`config.mk`:
```
export PLATFORM = sky130hd
export DESIGN_NAME = pipe_adder_flat
export DESIGN_NICKNAME = d
export VERILOG_FILES = /design/src/rtl/pipe_adder_if.sv /design/src/rtl/pipe_adder.sv /design/src/flat_wrapper.sv
export SDC_FILE = /design/constraint.sdc
export NUM_CORES = 1
export LEC_CHECK = 0
export ABC_AREA = 1
export CAP_MARGIN = 10
export CELL_PAD_IN_SITES_DETAIL_PLACEMENT = 0
export CELL_PAD_IN_SITES_GLOBAL_PLACEMENT = 2
export CORE_ASPECT_RATIO = 0.5
export CORE_MARGIN = 10
export CORE_UTILIZATION = 37
export DETAILED_ROUTE_END_ITERATION = 8
export GPL_TIMING_DRIVEN = 0
export PLACE_DENSITY_LB_ADDON = 0.15
export SLEW_MARGIN = 20
export SYNTH_ARGS = -nofsm -noshare
export SYNTH_HDL_FRONTEND = slang
export SYNTH_SLANG_ARGS = --single-unit
```
`constraint.sdc`:
```
create_clock -name clk -period 3.7 [get_ports clk]
set_clock_uncertainty 0.2 [all_clocks]
set_input_delay 0.74 -clock clk [delete_from_list [all_inputs] [get_ports clk]]
set_output_delay 0.74 -clock clk [all_outputs]
set_load 0.02 [all_outputs]
```
`src/rtl/pipe_adder_if.sv`:
```
// pipe_adder_if -- handshake and data bundle for pipe_adder.
//
// Parameters:
//   WIDTH     operand / result width in bits (must match the adder's WIDTH)
//
// Signals:
//   in_valid  producer offers an operand pair
//   in_ready  adder accepts the offered pair this cycle
//   a, b      operands
//   sub       0: a+b, 1: a-b
//   out_valid result presented
//   out_ready consumer takes the result
//   sum       result
//   cout      carry out of the MSB (inverted borrow for subtract)
//   ovf       two's-complement signed overflow
//
// Modports:
//   master    the producer/consumer side (testbench or surrounding logic)
//   slave     the adder side
interface pipe_adder_if #(
  parameter int WIDTH = 16
);
  logic             in_valid;
  logic             in_ready;
  logic [WIDTH-1:0] a;
  logic [WIDTH-1:0] b;
  logic             sub;
  logic             out_valid;
  logic             out_ready;
  logic [WIDTH-1:0] sum;
  logic             cout;
  logic             ovf;

  modport master (
    output in_valid, a, b, sub, out_ready,
    input  in_ready, out_valid, sum, cout, ovf
  );

  modport slave (
    input  in_valid, a, b, sub, out_ready,
    output in_ready, out_valid, sum, cout, ovf
  );
endinterface

```
`src/rtl/pipe_adder.sv`:
```
// pipe_adder -- pipelined ripple-carry adder/subtractor with valid/ready flow.
//
// The WIDTH-bit add is split into STAGES slices of WIDTH/STAGES bits. Stage k
// adds slice k using the carry registered by stage k-1 (stage 0 uses sub as
// its carry-in, with B inverted for subtraction). A final output register
// presents the result, so a pair accepted at edge N is presented after edge
// N+STAGES. The whole pipeline advances together and freezes when a result
// is presented but not taken.
//
// Parameters:
//   WIDTH   operand/result width (default 16)
//   STAGES  pipeline stages, must divide WIDTH exactly (default 4)
//
// Ports:
//   clk     clock, rising edge
//   rst_n   asynchronous active-low reset
//   bus     pipe_adder_if.slave: in_valid/in_ready/a/b/sub in,
//           out_valid/out_ready/sum/cout/ovf out
//
// Build option:
//   PIPE_ADDER_SAT_EN  when defined, sum saturates to the most positive or
//                      most negative value on signed overflow; otherwise it
//                      wraps. cout and ovf are identical in both builds.
module pipe_adder #(
  parameter int WIDTH  = 16,
  parameter int STAGES = 4
) (
  input  logic        clk,
  input  logic        rst_n,
  pipe_adder_if.slave bus
);

  localparam int SW = WIDTH / STAGES;
  localparam int LAST = STAGES - 1;
  localparam logic [WIDTH-1:0] SLICE_MASK = WIDTH'({SW{1'b1}});
  localparam logic [WIDTH-1:0] SAT_MAX = {1'b0, {(WIDTH-1){1'b1}}};
  localparam logic [WIDTH-1:0] SAT_MIN = {1'b1, {(WIDTH-1){1'b0}}};

  // Global advance: everything moves unless a presented result is refused.
  logic advance;

  // Stage registers
  logic             valid_reg [STAGES];
  logic [WIDTH-1:0] a_reg     [STAGES];
  logic [WIDTH-1:0] b_reg     [STAGES];   // already inverted for subtract
  logic [WIDTH-1:0] res_reg   [STAGES];
  logic             carry_reg [STAGES];
  logic             ovf_reg   [STAGES];

  // Per-stage inputs and next values
  logic             v_in      [STAGES];
  logic [WIDTH-1:0] a_in      [STAGES];
  logic [WIDTH-1:0] b_in      [STAGES];
  logic [WIDTH-1:0] res_in    [STAGES];
  logic             c_in      [STAGES];
  logic [SW:0]      slice_sum [STAGES];
  logic [WIDTH-1:0] res_next  [STAGES];
  logic             ovf_next  [STAGES];

  logic [WIDTH-1:0] res_final;

  assign advance      = !bus.out_valid || bus.out_ready;
  assign bus.in_ready = advance;

  genvar gi;
  generate
    for (gi = 0; gi < STAGES; gi++) begin : g_stage
      if (gi == 0) begin : g_head
        assign v_in[gi]   = bus.in_valid;
        assign a_in[gi]   = bus.a;
        assign b_in[gi]   = bus.b ^ {WIDTH{bus.sub}};
        assign res_in[gi] = '0;
        assign c_in[gi]   = bus.sub;
      end else begin : g_body
        assign v_in[gi]   = valid_reg[gi-1];
        assign a_in[gi]   = a_reg[gi-1];
        assign b_in[gi]   = b_reg[gi-1];
        assign res_in[gi] = res_reg[gi-1];
        assign c_in[gi]   = carry_reg[gi-1];
      end

      assign slice_sum[gi] = {1'b0, a_in[gi][gi*SW +: SW]}
                           + {1'b0, b_in[gi][gi*SW +: SW]}
                           + (SW+1)'(c_in[gi]);

      // Drop this stage's slice into the partially built result.
      assign res_next[gi] = (res_in[gi] & ~(SLICE_MASK << (gi*SW)))
                          | (WIDTH'(slice_sum[gi][SW-1:0]) << (gi*SW));

      // Carry into the slice MSB is a^b^sum at that bit; XOR with the carry
      // out gives signed overflow. Only the last stage's value is used.
      assign ovf_next[gi] = slice_sum[gi][SW]
                          ^ a_in[gi][gi*SW + SW - 1]
                          ^ b_in[gi][gi*SW + SW - 1]
                          ^ slice_sum[gi][SW-1];
    end
  endgenerate

  always_ff @(posedge clk or negedge rst_n) begin
    if (!rst_n) begin
      for (int k = 0; k < STAGES; k++) begin
        valid_reg[k] <= 1'b0;
        a_reg[k]     <= '0;
        b_reg[k]     <= '0;
        res_reg[k]   <= '0;
        carry_reg[k] <= 1'b0;
        ovf_reg[k]   <= 1'b0;
      end
    end else if (advance) begin
      for (int k = 0; k < STAGES; k++) begin
        valid_reg[k] <= v_in[k];
        a_reg[k]     <= a_in[k];
        b_reg[k]     <= b_in[k];
        res_reg[k]   <= res_next[k];
        carry_reg[k] <= slice_sum[k][SW];
        ovf_reg[k]   <= ovf_next[k];
      end
    end
  end

  always_comb begin
    res_final = res_reg[LAST];
`ifdef PIPE_ADDER_SAT_EN
    // With overflow the wrapped sign is the opposite of the true sign.
    if (ovf_reg[LAST]) begin
      res_final = res_reg[LAST][WIDTH-1] ? SAT_MAX : SAT_MIN;
    end
`else
    res_final = res_reg[LAST];
`endif
  end

  always_ff @(posedge clk or negedge rst_n) begin
    if (!rst_n) begin
      bus.out_valid <= 1'b0;
      bus.sum       <= '0;
      bus.cout      <= 1'b0;
      bus.ovf       <= 1'b0;
    end else if (advance) begin
      bus.out_valid <= valid_reg[LAST];
      bus.sum       <= res_final;
      bus.cout      <= carry_reg[LAST];
      bus.ovf       <= ovf_reg[LAST];
    end
  end

endmodule

```
`src/flat_wrapper.sv`:
```
// flat-port wrapper written by rule: the top's interface ports become plain ports
module pipe_adder_flat 
#(
  parameter int WIDTH  = 16,
  parameter int STAGES = 4
)
  (clk, rst_n, bus_in_valid, bus_a, bus_b, bus_sub, bus_out_ready, bus_in_ready, bus_out_valid, bus_sum, bus_cout, bus_ovf);
  pipe_adder_if #(.WIDTH(WIDTH)) bus_i ();
  input  logic clk;
  input  logic rst_n;
  input wire logic [$bits(bus_i.in_valid)-1:0] bus_in_valid;
  input wire logic [$bits(bus_i.a)-1:0] bus_a;
  input wire logic [$bits(bus_i.b)-1:0] bus_b;
  input wire logic [$bits(bus_i.sub)-1:0] bus_sub;
  input wire logic [$bits(bus_i.out_ready)-1:0] bus_out_ready;
  output wire logic [$bits(bus_i.in_ready)-1:0] bus_in_ready;
  output wire logic [$bits(bus_i.out_valid)-1:0] bus_out_valid;
  output wire logic [$bits(bus_i.sum)-1:0] bus_sum;
  output wire logic [$bits(bus_i.cout)-1:0] bus_cout;
  output wire logic [$bits(bus_i.ovf)-1:0] bus_ovf;
  assign bus_i.in_valid = bus_in_valid;
  assign bus_i.a = bus_a;
  assign bus_i.b = bus_b;
  assign bus_i.sub = bus_sub;
  assign bus_i.out_ready = bus_out_ready;
  assign bus_in_ready = bus_i.in_ready;
  assign bus_out_valid = bus_i.out_valid;
  assign bus_sum = bus_i.sum;
  assign bus_cout = bus_i.cout;
  assign bus_ovf = bus_i.ovf;
  pipe_adder #(.WIDTH(WIDTH), .STAGES(STAGES)) u_core (.clk(clk), .rst_n(rst_n), .bus(bus_i));
endmodule
```
Yosys cells after proc, flatten, opt, wreduce, memory -nomap -nowiden
Cells that the tools add are included.
{"block": "classes", "reduce_logical": 2, "bitwise": 7, "n_addsub": 8}
{"operator": "4-bit by 4-bit adder with 5-bit output", "count": 4}
{"operator": "5-bit by 1-bit adder with 5-bit output", "count": 4}
{"operator": "12-bit by 16-bit OR with 16-bit output", "count": 1}
{"operator": "16-bit XOR", "count": 1}
{"operator": "8-bit by 12-bit OR with 12-bit output", "count": 1}
{"operator": "4-bit by 8-bit OR with 8-bit output", "count": 1}
{"operator": "1-bit XOR", "count": 3}
{"operator": "1-bit logical NOT", "count": 1}
{"operator": "1-bit logical OR", "count": 1}
{"block": "word_totals", "word_cells": 40, "inputBits": 37, "ff_bits": 164, "output_inout_bits": 20}

Depth between registers and ports, before layout
Gate-level depths: netlist (run 1).
{"block": "depth", "word_depth": 5, "ltp_mapped": 13, "depth_no_buf": 13}

Worst setup path before layout (run 1)
OpenSTA, ideal clock, no wires.
{"block": "synth_path", "kind": "in2reg", "startpoint": "input port bus_sub", "endpoint": "register u_core.res_reg, in the netlist u_core.res_in[35]", "arrival_time_ns": 1.911, "n_path_buf": 2, "slack_ns": 1.468, "required_time_ns": 3.379, "stages": 10, "setup_time_ns": 0.121, "cell_sequence": "buf_4 -> buf_6 -> xnor2_1 -> inv_1 -> ha_1 -> nand4_1 -> nand2_1 -> nand2_1 -> nand3_1 -> o21ai_1"}
{"block": "synth_via", "elab_chain_len": 3}
{"element": "from (decl)", "line": "flat_wrapper.sv:14", "rtl": "input wire logic [$bits(bus_i.sub)-1:0] bus_sub;"}
{"element": "16-bit XOR", "line": "pipe_adder.sv:71", "rtl": "assign b_in[gi] = bus.b ^ {WIDTH{bus.sub}};"}
{"element": "4-bit by 4-bit adder with 5-bit output", "line": "pipe_adder.sv:83", "rtl": "+ {1'b0, b_in[gi][gi*SW +: SW]}"}
{"element": "5-bit by 1-bit adder with 5-bit output (*)", "line": "pipe_adder.sv:84", "rtl": "+ (SW+1)'(c_in[gi]);"}
{"element": "to (signal, indexed assignment)", "line": "pipe_adder.sv:114", "rtl": "res_reg[k] <= res_next[k];"}
{"element": "to (decl)", "line": "pipe_adder.sv:46", "rtl": "logic [WIDTH-1:0] res_reg [STAGES];"}
Mark *: on every way between the ends. The rest lies on a longest branch, timed or not.
A chain may end at the register's enable or synchronous reset.

Final worst setup path (run 1)
{"block": "layout_path", "startpoint": "input port bus_out_ready", "endpoint": "output port bus_in_ready"}
{"block": "layout_via", "elab_chain_len": 1}
{"element": "from (decl)", "line": "flat_wrapper.sv:15", "rtl": "input wire logic [$bits(bus_i.out_ready)-1:0] bus_out_ready;"}
{"element": "1-bit logical OR", "line": "pipe_adder.sv:62", "rtl": "assign advance = !bus.out_valid || bus.out_ready;"}
{"element": "to (decl)", "line": "flat_wrapper.sv:16", "rtl": "output wire logic [$bits(bus_i.in_ready)-1:0] bus_in_ready;"}
No other way between the ends.

==> run summary, run 1 <==
Height of the die: 103 µm
Top Family by Delay on Critical Path: buffers and inverters
Post-route ant nets: 0
Total Routing Usage GR: 14.2%
Final net count: 690
Sequential element share of the synthesized area: 57.0%
Final core utilization: 48.0%
Iteration-0 DRC Markers: 234
Tmin final: 3380 ps
Combinational power share: 34.2%
Syn. warnings: 0
Starting density of the core: 37.7%
Full die area: 0.0191 mm²
Crit path max fanout: 10
WL/cell: 15.7 µm
Hold Crit Class: input pin to asynchronous set/reset pin
Port bufs: 55
Routed vias/inst: 4.51
Post_cts resized: 0
Average size of a mapped cell: 9.10 µm²
Initial antenna violation count: 0
Crit path DAT: 2440 ps
Max-cap violations: 0
Drt first pass iters: 4
Mapped cell area: 0.00509 mm²
CTS sink count: 116
Area growth, synth to finish: 27.6%
Total number of vias: 3,706
Clock power frac: 29.1%
Setup crit start kind: input pin
Worst path slowest cell: clkdlybuf4s50_1
# diodes: 0
Crit path depth: 6
Most common cell after layout, fill and taps aside: nand2_1
CP Cell Sequence: clkdlybuf4s50_1 -> nor2_4 -> inv_2 -> buf_6 -> buf_2 -> clkdlybuf4s50_1
Core ar.: 0.0135 mm²
Syn Nets: 615
Crit path required time: 2760 ps
Synth Register Bits: 116
CTS root buf: clkbuf_16
Final Hold Vio Count: 0
R2r setup slk: 1680 ps
RSZ-0062 raised after global routing: false
Hold_ws: 54.8 ps
Critical path origin: bus_out_ready
Gpl congestion: 0.746
Largest net degree at the start of global routing: 75
Endpoint class of the critical path: output pin
Worst-Margin Slew: 669 ps
Layout cells sized above 1: 9.30%
Outcome: finished, final reports clean
Worst R2R Path Depth: 12
Psw: 0.00206 W
Top Ports: 57
# DRC: 0
Clock transition at path regs: 50 ps
Pwr/cell area: 899 mW/mm²
Final setup TNS: 0 ps
Slew headroom: 55.4%
DPL Wire Length: 9130 µm
RR Startpoint: u_core.c_in[0]
RR Endpoint: u_core.ovf_reg[0]
Post-synthesis cell type count: 25
Site Rows: 30
Worst skew pair latency: 400 ps
CTS buffer count: 17
Htree depth: 4
Max Transition Viols Final: 0
Setup Buffers After CTS: 0
Net Sw Frac: 35.3%
Peak VDD IR: 0.328 mV
CP dominant cell by count: clkdlybuf4s50_1
P_int: 0.00378 W
GRT overflow: 0
First-pass GRT wire length: 20,400 µm
Leak: 3.22 nW
Most frequent cells in the layout: nand2_1, dfrtp_1, o21ai_0, clkdlybuf4s50_1, inv_1
Final setup viols: 0
Worst Path Class, Setup: input pin to output pin
Fmax achieved: 296 MHz
Sequential fraction of design power: 36.7%
Cells after Synth: 559
Final wirelength: 12,900 µm
CP Capture Point: bus_in_ready
Buf/Inv on CP: 5
Max Root-Sink Buffers: 2
Max stage delay on crit path: 650 ps
Crit share post-route: 91.3%
CTS tree: built
Hold_buf cts: 0
Number of global-route vias before repair: 3,734
Die X: 186 µm
-- per-layer routing --
layer	vias to the layer above	routed length [µm]	GRT usage [%]
met5	-	0	0
met4	0	38	4.98
met3	4	668	3.10
met2	61	5400	20.5
met1	1750	6780	20.5
li1	1891	-	-
-- how the worst min path moves through the flow --
stage          slack, ps          endpoint  cells past startpoint              start
2_1_floorplan        240   u_core.a_in[12]                      0              rst_n
3_3_place_gp         250    u_core.v_in[0]                      2     u_core.v_in[1]
3_5_place_dp         250  u_core.res_in[0]                      2  u_core.res_in[16]
4_1_cts               60   u_core.b_in[36]                      1              rst_n
5_1_grt               80   u_core.a_in[39]                      1              rst_n
6_report              50   u_core.b_in[36]                      1              rst_n
-- cell families (layout without fill, tap and decap cells) --
family	Yosys count	in the layout	share of synthesized area, %
simple gates	259	259	20.0
flops	116	116	57.0
buf+inv	76	162	7.23
compound gates	74	74	7.40
fa+ha+maj	19	19	5.70
xor+xnor	15	15	2.58
-- power groups by stage --
stage / sequential [W] / clock, W / combinational [W]
3_5_place_dp: 0.00216 / 0 / 0.00202
6_report: 0.00214 / 0.00170 / 0.00200
5_1_grt: 0.00221 / 0.00179 / 0.00228
3_3_place_gp: 0.00215 / 0 / 0.00198
2_1_floorplan: 0.00221 / 0 / 0.00119
4_1_cts: 0.00214 / 0.00173 / 0.00203
-- synthesized netlist by cell type (all sizes together) --
master	instances	share of area, %
nand2	229	17
dfrtp	116	57
o21ai	66	6.5
inv	49	3.6
buf	24	3.4
xnor2	13	2.2
ha	12	3.0
nor2	11	0.96
nand3	10	0.98
fa	7	2.8
a21oi	5	0.49
nand3b	4	0.59
or2	4	0.49
clkbuf	3	0.22
xor2	2	0.34
a22oi	1	0.15
a31oi	1	0.12
nand4	1	0.12
o21bai	1	0.15
-- final cells by class --
type                            instances  area, µm²
Clock inverter                         11        160
Clock buffer                           19        443
Inverter                               49        184
Sequential cell                       116       2900
Timing Repair Buffer                   56        579
Multi-Input combinational cell        367       1820
Tap cell                              176        220
Fill cell                            1330       7020
Buffer                                 27        184
-- metrics by stage --
step | area (µm²) | setup slack (ps) | total power (W) | std cells
after floorplan | 5090 | 1470 | 0.00339 | 559
after global placement | 5860 | -3100 | 0.00414 | 790
after detailed placement | 5890 | 317 | 0.00418 | 791
after CTS | 6490 | 312 | 0.00591 | 821
after global routing | 6490 | 269 | 0.00628 | 821
final | 6490 | 321 | 0.00584 | 821
No activity file was read; power rests on OpenSTA's default activity.
==> run 2, diff against run 1 <==
- PLACE_DENSITY: unset -> 0.83
- PLACE_DENSITY_LB_ADDON: 0.15 -> unset
==> run 2 against run 1 <==
Effect of this change: total power shrank 4.6%; combinational power is essentially flat; cell count grew 0.12%; count of clock-buffer cells in the layout grew 7; utilization shrank 0.58 points; sequential share of layout area grew 0.55 points; global-route usage is essentially flat; register-to-register slack gained 20 ps; largest power group unchanged.
==> run summary, run 2 (same netlist as run 1, synthesis figures left out) <==
Worst path slowest cell: clkdlybuf4s50_1
DPL Wire Length: 8970 µm (-1.8%)
CTS sink count: 116 (unchanged)
GRT overflow: 0 (unchanged)
Post_cts resized: 0 (unchanged)
Crit path max fanout: 10 (unchanged)
Leak: 3.19 nW (-0.95%)
Most frequent cells in the layout: nand2_1, dfrtp_1, o21ai_0, clkdlybuf4s50_1, inv_1
Top Family by Delay on Critical Path: buffers and inverters
Wl on met1: 6810 µm (+0.38%)
CTS buffer count: 17 (unchanged)
Most common cell after layout, fill and taps aside: nand2_1
First-pass GRT wire length: 20,600 µm (+0.95%)
Finished Layout Cells: 822 (+0.12%)
Register area: 0.00290 mm² (unchanged)
Worst skew pair latency: 410 ps (about the same)
Site Rows: 30 (unchanged)
Setup Buffers After CTS: 0 (unchanged)
Fillers: 1,317 (-0.98%)
Layout cells sized above 1: 8.82% (-0.48 points)
Max Transition Viols Final: 0 (unchanged)
Full die area: 0.0191 mm² (unchanged)
Max-cap violations: 0 (unchanged)
Area growth, synth to finish: 26.0%
# DRC: 0 (unchanged)
Gpl congestion: 0.785 (+5.2%)
CTS tree: built
Hold Crit Class: input pin to asynchronous set/reset pin
Top Ports: 57 (unchanged)
CP Cell Sequence: clkdlybuf4s50_1 -> nor2_4 -> inv_2 -> buf_6 -> buf_2 -> clkdlybuf4s50_1
Crit path required time: 2760 ps (about the same)
Port bufs: 55 (unchanged)
Starting density of the core: 37.7% (unchanged)
Number of global-route vias before repair: 3,787 (+1.4%)
Largest net degree at the start of global routing: 72 (-4.0%)
Met2 wire len: 5090 µm (-5.7%)
Met3 Routed Length: 545 µm (-18%)
Fmax achieved: 296 MHz (-0.16%)
Crit path DAT: 2440 ps (about the same)
Crit share post-route: 91.5% (+0.14 points)
Drt first pass iters: 4 (unchanged)
Clock transition at path regs: 50 ps (about the same)
Final core utilization: 47.5% (-0.58 points)
Initial antenna violation count: 0 (unchanged)
Endpoint class of the critical path: output pin
Peak VDD IR: 0.287 mV (-12%)
Buf/Inv on CP: 5 (unchanged)
Post-route ant nets: 0 (unchanged)
RSZ-0062 raised after global routing: false
Outcome: finished, final reports clean
Routed vias/inst: 4.55 (+0.90%)
Slew headroom: 50.4% (-5.0 points)
WL/cell: 15.2 µm (-3.1%)
Final Hold Vio Count: 0 (unchanged)
# diodes: 0 (unchanged)
Worst-Margin Slew: 744 ps (+74.6 ps)
Final setup viols: 0 (unchanged)
Core ar.: 0.0135 mm² (unchanged)
Worst Path Class, Setup: input pin to output pin
Total Routing Usage GR: 14.2% (-0.026 points)
Placed Area: 0.00589 mm² (unchanged)
CP dominant cell by count: clkdlybuf4s50_1
DP Cell Count: 791 (unchanged)
Iteration-0 DRC Markers: 324 (+38%)
Height of the die: 103 µm (unchanged)
Top sig layer: met4
Tmin final: 3380 ps (+5.30 ps)
Max Root-Sink Buffers: 2 (unchanged)
Setup crit start kind: input pin
Final net count: 690 (unchanged)
Hold_buf cts: 0 (unchanged)
Die X: 186 µm (unchanged)
Multi-input logic area: 0.00182 mm² (unchanged)
CTS root buf: clkbuf_16
Final wirelength: 12,500 µm (-3.0%)
Hold_ws: 58.8 ps (+3.95 ps)
Pwr/cell area: 869 mW/mm² (-3.4%)
Max stage delay on crit path: 640 ps (about the same)
Htree depth: 4 (unchanged)
Final Instance Area: 0.00641 mm² (-1.2%)
Total number of vias: 3,744 (+1.0%)
[run 2: worst paths after layout]
kind	from	to	slack, ps	depth (start not counted)
hold / removal	rst_n	u_core.c_in[2]	60	1
hold reg to reg	u_core.res_in[3]	u_core.res_final[3]	260	2
setup reg to reg	u_core.c_in[0]	u_core.ovf_reg[0]	1700	12
setup / recovery	bus_out_ready	bus_in_ready	320	6
min in group clk	u_core.res_in[3]	u_core.res_final[3]	260	2
max in group asynchronous	rst_n	u_core.b_in[29]	2520	2
[run 2: layout make-up]
class	instances	area share, %
Multi-Input combinational cell	367	28.4
Clock inverter	5	0.390
Inverter	49	2.87
Tap cell	176	3.43
Sequential cell	116	45.3
Clock buffer	26	7.79
Buffer	27	2.87
Timing Repair Buffer	56	9.03
[run 2: report_power, final]
part / leakage, nW / internal (W) / total [W] / switching [W]
Sequential: 1.41 / 0.00184 / 0.00214 / 0.000300
Combinational: 1.52 / 0.000802 / 0.00198 / 0.00117
Clock: 0.264 / 0.000916 / 0.00145 / 0.000537
Total: 3.19 / 0.00356 / 0.00557 / 0.00201
[run 2: routing by layer]
metal,global-route usage [%],vias up
met2,20.0,69
li1,-,1893
met5,0,-
met4,4.98,0
met3,3.52,4
met1,20.5,1778
[run 2: per-stage QoR]
| step | power [W] | TNS [ps] | worst slack [ps] |
|---|---|---|---|
| after floorplan | 0.00339 | 0 | 1470 |
| after global placement | 0.00413 | -345480 | -2990 |
| after detailed placement | 0.00417 | 0 | 287 |
| after CTS | 0.00565 | 0 | 287 |
| after global routing | 0.00606 | 0 | 224 |
| final | 0.00557 | 0 | 316 |
==> run 3, diff against run 2 <==
- CORE_UTILIZATION: 37 -> 42
- DONT_BUFFER_PORTS: unset -> 1
- SETUP_SLACK_MARGIN: unset -> 0.05
==> run 3 against run 2 <==
Effect of this change: design area down 8.7%; largest power group unchanged; first-iteration DRC count down 23%; maximum frequency up 35%; critical endpoint unchanged; clock power grew 3%.
==> run summary, run 3 (same netlist as run 1, synthesis figures left out) <==
Outcome: finished, final reports clean
Total Routing Usage GR: 14.9% (+0.72 points)
WL/cell: 16.3 µm (+7.4%)
Crit path required time: 2760 ps (about the same)
Final setup TNS: 0 ps (unchanged)
Crit share post-route: 67.9% (-24 points)
Height of the die: 97.8 µm (-5.0%)
Routed vias/inst: 4.73 (+3.8%)
CTS sink count: 116 (unchanged)
Port bufs: 0 (-100%)
Clock transition at path regs: 50 ps (about the same)
GRT overflow: 0 (unchanged)
Total number of vias: 3,565 (-4.8%)
Worst skew pair latency: 400 ps (about the same)
RSZ-0062 raised after global routing: false
Placed Area: 0.00530 mm² (-10%)
Worst-Margin Slew: 681 ps (-62.9 ps)
Top Ports: 57 (unchanged)
Hold Crit Class: input pin to asynchronous set/reset pin
DP Cell Count: 724 (-8.5%)
Initial antenna violation count: 0 (unchanged)
Peak VDD IR: 0.418 mV (+45%)
Core ar.: 0.0118 mm² (-12%)
Worst Path Class, Setup: register to output pin
Leak: 2.98 nW (-6.6%)
Crit path max fanout: 10 (unchanged)
Max Root-Sink Buffers: 2 (unchanged)
Max Transition Viols Final: 0 (unchanged)
Slew headroom: 54.6% (+4.2 points)
Number of global-route vias before repair: 3,559 (-6.0%)
# diodes: 0 (unchanged)
Starting density of the core: 43.0% (+5.3 points)
Most frequent cells in the layout: nand2_1, dfrtp_1, o21ai_0, inv_1, clkbuf_16
Tmin final: 2510 ps (-872 ps)
Site Rows: 28 (-6.7%)
Final wirelength: 12,300 µm (-1.5%)
Max-cap violations: 0 (unchanged)
Final Hold Vio Count: 0 (unchanged)
DPL Wire Length: 8610 µm (-4.0%)
CTS buffer count: 17 (unchanged)
Final setup viols: 0 (unchanged)
Post-place setup slack: 1250 ps (+966 ps)
Final core utilization: 49.5% (+2.0 points)
# DRC: 0 (unchanged)
Layout cells sized above 1: 9.51% (+0.68 points)
Post-route ant nets: 0 (unchanged)
CTS root buf: clkbuf_16
R2r setup slk: 1680 ps (-20 ps)
Most common cell after layout, fill and taps aside: nand2_1
Largest net degree at the start of global routing: 117 (+63%)
Final net count: 635 (-8.0%)
Setup crit start kind: register
First-pass GRT wire length: 19,800 µm (-3.7%)
Die X: 176 µm (-5.5%)
Htree depth: 4 (unchanged)
Setup Buffers After CTS: 0 (unchanged)
Crit path DAT: 1570 ps (-870 ps)
Pwr/cell area: 922 mW/mm² (+6.2%)
Full die area: 0.0172 mm² (-10%)
Drt first pass iters: 5 (+1)
Area growth, synth to finish: 15.1%
Final worst slack: 1190 ps (+872 ps)
Fmax achieved: 398 MHz (+35%)
Gpl congestion: 0.761 (-3.0%)
Final Instance Area: 0.00586 mm² (-8.7%)
Finished Layout Cells: 754 (-8.3%)
CTS tree: built
Endpoint class of the critical path: output pin
Iteration-0 DRC Markers: 251 (-23%)
run 3: cell types whose count changed in the layout (fill, tap and decap cells not counted), sizes merged:
cell / delta
bufinv: +1
buf: -1
clkdlybuf4s50: -54
clkbuf: -3
run 3: worst max-delay path, cell delays in order (launching register included):
cell	delay, ps
dfrtp_1	450
inv_1	130
nor2_4	50
inv_2	80
buf_6	170
buf_2	290
run 3: path summary, 6_finish.rpt:
kind | startpoint | endpoint | depth (start not counted)
max in group asynchronous | rst_n | u_core.res_in[8] | 1
setup / recovery | u_core.bus.out_valid | bus_in_ready | 5
hold reg to reg | u_core.res_in[17] | u_core.res_in[1] | 2
hold / removal | rst_n | u_core.a_in[39] | 1
min in group clk | bus_a[7] | u_core.a_in[39] | 2
setup reg to reg | u_core.c_in[0] | u_core.ovf_reg[0] | 12
run 3: report_power, final:
group	leakage [nW]	switching (W)	internal, W
combinational	1.31	0.00101	0.000606
sequential	1.41	0.000453	0.00184
clock	0.268	0.000534	0.000958
run 3: per-layer routing:
layer | vias to the layer above | track usage [%] | share of wire (%)
met5 | - | 0 | 0
met4 | 0 | 5.44 | 0.70
met3 | 10 | 4.65 | 6.4
met2 | 68 | 20.6 | 42
met1 | 1713 | 21.4 | 50
li1 | 1774 | - | -
run 3: layout make-up:
class	count	area (µm²)
Fill cell	1188	5990
Inverter	49	184
Buffer	27	184
Sequential cell	116	2900
Timing Repair Buffer	1	27.5
Multi-Input combinational cell	367	1820
Clock inverter	6	55.1
Clock buffer	23	478
Tap cell	165	206
run 3: repair_timing:
action / 4_1_cts / 5_1_grt
endpoints found under the hold margin: 116 / 0
hold buffers: 1 / 0
resized for setup: 0 / 0
run 3: through the flow:
| stage | hold slack, ps | total power [W] |
|---|---|---|
| floorplan | 240 | 0.00339 |
| global placement | 250 | 0.00387 |
| detailed placement | 251 | 0.00391 |
| CTS | 109 | 0.00547 |
| global route | 93.3 | 0.00584 |
| finish | 60.3 | 0.00540 |
